File: src/rtl/vu_meter_ctrl.sv
// rtl/vu_meter_ctrl.sv - windowed peak level meter with bar decay, peak-hold dot and active-low LED bar
module vu_meter_ctrl #(
  parameter int REFRESH_DIV   = 3000000,
  parameter int DECAY_WINDOWS = 2,
  parameter int HOLD_WINDOWS  = 8
) (
  input  logic        clk,
  input  logic        rst_n,
  input  logic        sample_valid,
  input  logic [15:0] sample_data,
  output logic        frame_tick,
  output logic [3:0]  level,
  output logic [3:0]  peak_level,
  output logic [7:0]  led
);

  localparam int CW = (REFRESH_DIV > 1) ? $clog2(REFRESH_DIV) : 1;
  localparam int DW = (DECAY_WINDOWS > 1) ? $clog2(DECAY_WINDOWS) : 1;
  localparam int HW = (HOLD_WINDOWS > 1) ? $clog2(HOLD_WINDOWS) : 1;

  localparam logic [CW-1:0] CNT_LAST   = CW'(REFRESH_DIV - 1);
  localparam logic [DW-1:0] DECAY_LAST = DW'(DECAY_WINDOWS - 1);
  localparam logic [HW-1:0] HOLD_LAST  = HW'(HOLD_WINDOWS - 1);

  logic [CW-1:0] cnt;
  logic [14:0]   win_max;
  logic [DW-1:0] decay_cnt;
  logic [HW-1:0] hold_cnt;

  logic          term;
  logic [14:0]   mag;
  logic [14:0]   close_val;
  logic [3:0]    n_lvl;
  logic [3:0]    lv_next;
  logic [3:0]    pk_next;
  logic [DW-1:0] dc_next;
  logic [HW-1:0] hc_next;
  logic [7:0]    led_next;

  // Bar index of a magnitude: two bits of magnitude per LED, 0 only for silence.
  function automatic logic [3:0] bar_of(input logic [14:0] m);
    bar_of = 4'd0;
    for (int i = 0; i < 15; i++) begin
      if (m[i]) bar_of = 4'(i / 2 + 1);
    end
  endfunction

  assign term = (cnt == CNT_LAST);

  // Magnitude of the incoming sample; the most negative code clips to full scale.
  always_comb begin
    mag = sample_data[14:0];
    if (sample_data == 16'h8000) begin
      mag = 15'h7FFF;
    end else if (sample_data[15]) begin
      mag = ~sample_data[14:0] + 15'd1;
    end
  end

  // Window-close update: a sample arriving on the terminal cycle still belongs to the closing window.
  always_comb begin
    close_val = (sample_valid && (mag > win_max)) ? mag : win_max;
    n_lvl     = bar_of(close_val);

    lv_next = level;
    dc_next = decay_cnt + DW'(1);
    if (n_lvl >= level) begin
      lv_next = n_lvl;
      dc_next = '0;
    end else if (decay_cnt == DECAY_LAST) begin
      lv_next = level - 4'd1;
      dc_next = '0;
    end

    pk_next = peak_level;
    hc_next = hold_cnt + HW'(1);
    if (n_lvl >= peak_level) begin
      pk_next = n_lvl;
      hc_next = '0;
    end else if (hold_cnt == HOLD_LAST) begin
      pk_next = lv_next;
      hc_next = '0;
    end

    led_next = 8'hFF;
    for (int i = 0; i < 8; i++) begin
      if ((4'(i) < lv_next) || ((pk_next != 4'd0) && (4'(i) == pk_next - 4'd1))) begin
        led_next[i] = 1'b0;
      end
    end
  end

  // Window counter, peak accumulator and the registered display state updated together at each close.
  always_ff @(posedge clk or negedge rst_n) begin
    if (!rst_n) begin
      cnt        <= '0;
      win_max    <= '0;
      decay_cnt  <= '0;
      hold_cnt   <= '0;
      level      <= 4'd0;
      peak_level <= 4'd0;
      frame_tick <= 1'b0;
      led        <= 8'hFF;
    end else begin
      frame_tick <= term;
      if (term) begin
        cnt        <= '0;
        win_max    <= '0;
        level      <= lv_next;
        decay_cnt  <= dc_next;
        peak_level <= pk_next;
        hold_cnt   <= hc_next;
        led        <= led_next;
      end else begin
        cnt <= cnt + CW'(1);
        if (sample_valid && (mag > win_max)) begin
          win_max <= mag;
        end
      end
    end
  end

endmodule

File: config.mk
export PLATFORM = sky130hd
export DESIGN_NAME = vu_meter_ctrl
export DESIGN_NICKNAME = d
export VERILOG_FILES = /design/src/rtl/vu_meter_ctrl.sv
export SDC_FILE = /design/constraint.sdc
export NUM_CORES = 1
export LEC_CHECK = 0
export ABC_AREA = 0
export BUFFER_PORTS_ARGS = -buffer_cell sky130_fd_sc_hd__clkbuf_2
export CORE_UTILIZATION = 45
export CTS_BUF_LIST = sky130_fd_sc_hd__clkbuf_2 sky130_fd_sc_hd__clkbuf_4 sky130_fd_sc_hd__clkbuf_8
export CTS_CLUSTER_DIAMETER = 40
export CTS_CLUSTER_SIZE = 10
export DETAILED_ROUTE_END_ITERATION = 8
export PLACE_DENSITY = 0.72
export SYNTH_ARGS = -nofsm -noshare
export SYNTH_HDL_FRONTEND = slang
export SYNTH_SLANG_ARGS = --single-unit
File: constraint.sdc
create_clock -name clk -period 5.2 [get_ports clk]
set_input_delay 0.26 -clock clk [delete_from_list [all_inputs] [get_ports clk]]
set_output_delay 0.26 -clock clk [all_outputs]
set_load 0.05 [all_outputs]
==> results.ini <==
[route]
vias = 3971
dr.pass1.iters = 6
avgViaCountPerCell = 5.81
wl_um = 10700
drc = 0
initialDrtViolationCount = 214
routedWlPerCell_um = 15.6
ant_nets = 0

[floorplanning]
dieArea_um2 = 9870
rows = 35
io_pins = 36
core_um2 = 9200
die_h_um = 99.4
die_x_um = 99.4
start_util = 0.464

[grt]
grt_pass1_wl_um = 17700
grt_start_max_net_pins = 59
gr-total-overflow = 0
grt_usage = 0.223
antenna_found_initial = 0
grt_pass1_vias = 3743

[placement]
dpl.hpwl_um = 7730
gp_congestion = 0.879
io_buffers = 35

[finish]
drive_gt1_frac = 0.250
fin_nets = 614
area_growth_pct = 20.8
final_common_cell = nor2_1
final_cell_mix = 58 x nor2_1, 51 x nand2_1, 50 x dfrtp_1, 42 x buf_4, 34 x clkbuf_2
antenna_cells = 0
fin_util = 0.560

[min_path]
hold_path.class = input pin to async pin

[yosys]
synthArstFlopShare = 1.00
synth_cell_types = 76
synthCells = 496
synthesis.nets = 543
ys.flop_type = dfrtp_1
yosys_warnings = 0
yosysSeqAreaShare = 0.343
yosys.area.top_type = dfrtp_1
synth.top_cells.by_area = dfrtp_1 29%, ha_1 8.2%, nor2_1 5.2%
synth_top_area_frac = 0.293
synth-edff-count = 0
syn_area_per_cell_um2 = 8.60
synth_area_um2 = 4270
ys_ff_latch = 58

[worst_setup_path]
r2r-start = win_max[14]
worstPathArrival_ps = 5260
cp-end-kind = flip-flop
r2r_end = led[2]
crit_start = sample_data[2]
cp.required_ps = 5450
r2r_setup_slack_ps = 890
critical_path_class = input pin to flip-flop
crit_end = led[2]
reg2reg_depth = 19
crit_fanout = 6
cp-start-kind = input pin

[cts]
cts.htree.levels = 3
cts_hold_buf = 0
cts-buffers-inserted = 9
root_buffer = clkbuf_8
cts_sinks = 58
clkSlewWorstSetupHoldPaths_ps = 70
worstSkewPairLatency_ps = 350
cts_max_path_buffers = 2
tritoncts = done

[power]
powerDensity_nw_per_um2 = 359
p_total_mw = 1.85
worst_ir_drop_vdd_uv = 143
p_leak_nw = 2.42

[outcome]
status = completed

[sta]
clock-skew-final_ps = 9.52
slew_viol_final = 0
max_clock_freq_mhz = 200
hold_violations = 0
relSlewSlack = 0.520
fin_crit_ps = 5010
setup_viol = 0
finalCritPeriodShare = 0.963
worst_slew_pin_slew_ps = 720
hold_ws_ps = 49.5

[job]
cap_violations = 0

layout make-up:
class | instances | area [um2]
Fill cell | 815 | 4040
Multi-Input combinational cell | 389 | 2760
Sequential cell | 58 | 1460
Timing Repair Buffer | 78 | 504
Clock buffer | 11 | 145
Tap cell | 111 | 139
Inverter | 31 | 116
Clock inverter | 5 | 30.0
cell usage after synthesis, types with 9 or more instances:
library cell and instances:
nor2_1 59, nand2_1 52, dfrtp_1 50, inv_1 31, ha_1 28, o21ai_0 21
xor2_1 20, a21oi_1 17, nand3_1 17, a211oi_1 16, a21o_1 12, clkbuf_1 12
xnor2_1 10, nor4_1 9
per-layer routing:
metal,GRT usage,vias up,part of all wire
li1,-,1954,-
met1,0.296,1876,0.46
met2,0.363,118,0.46
met3,0.0408,23,0.049
met4,0.0860,0,0.025
met5,0,-,0
worst max-delay path, cell delays in order:
cell       delay [ps]
clkbuf_2          120
nor4_4            300
buf_4             190
buf_4             100
a31oi_1            90
a311o_1           360
and2_1            180
ha_1              300
nand4_1           130
nor2_1            160
o21a_1            220
o21ai_4           100
buf_4             160
a2111oi_4         380
nor2_2            110
ha_1              290
a21o_1            150
a21o_1            220
a21oi_2           210
a211oi_1          120
a221oi_2          370
buf_4             190
nor3_4             50
and4_4            190
o41ai_2           270
logic make-up after synthesis:
logic type      synth area share
simple gates               0.235
xor+xnor                  0.0616
buf+inv                   0.0455
fa+ha+maj                 0.0821
mux                      0.00968
flops                      0.343
compound gates             0.224
power by group:
group	switching (mW)	internal (mW)	total, mW	leakage (nW)
registers	0.0451	0.509	0.554	0.666
logic	0.523	0.395	0.918	1.67
clock network	0.187	0.188	0.375	0.0885
total	0.755	1.09	1.85	2.42
worst min path at each step:
stage	startpoint	endpoint	slack [ps]
floorplan	rst_n	cnt[0]	-40
global placement	rst_n	level[1]	450
detailed placement	rst_n	level[1]	450
CTS	rst_n	win_max[3]	80
global route	rst_n	win_max[6]	130
finish	rst_n	win_max[3]	50
per-stage QoR:
step                area [um2]  setup TNS (ps)  worst slack, ps  cells
global placement          4780           -17.2            -13.6    659
global route              5150           -86.7            -49.9    683
finish                    5150               0              192    683
detailed placement        4780            -289             -101    659
CTS                       4950               0              231    675
floorplan                 4280           -1.30            -1.30    496
state kept, by name (all words and copies together) (netlist names):
name        flops
decay_cnt       1
peak_level      4
frame_tick      1
hold_cnt        3
win_max        15
led             8
level           4
cnt            22
timing repair:
action / in CTS / in global routing
gates resized for setup: 0 / 28
setup buffers: 0 / 7
endpoints found under the setup margin: 0 / 8
No activity file was read; power rests on OpenSTA's default activity.
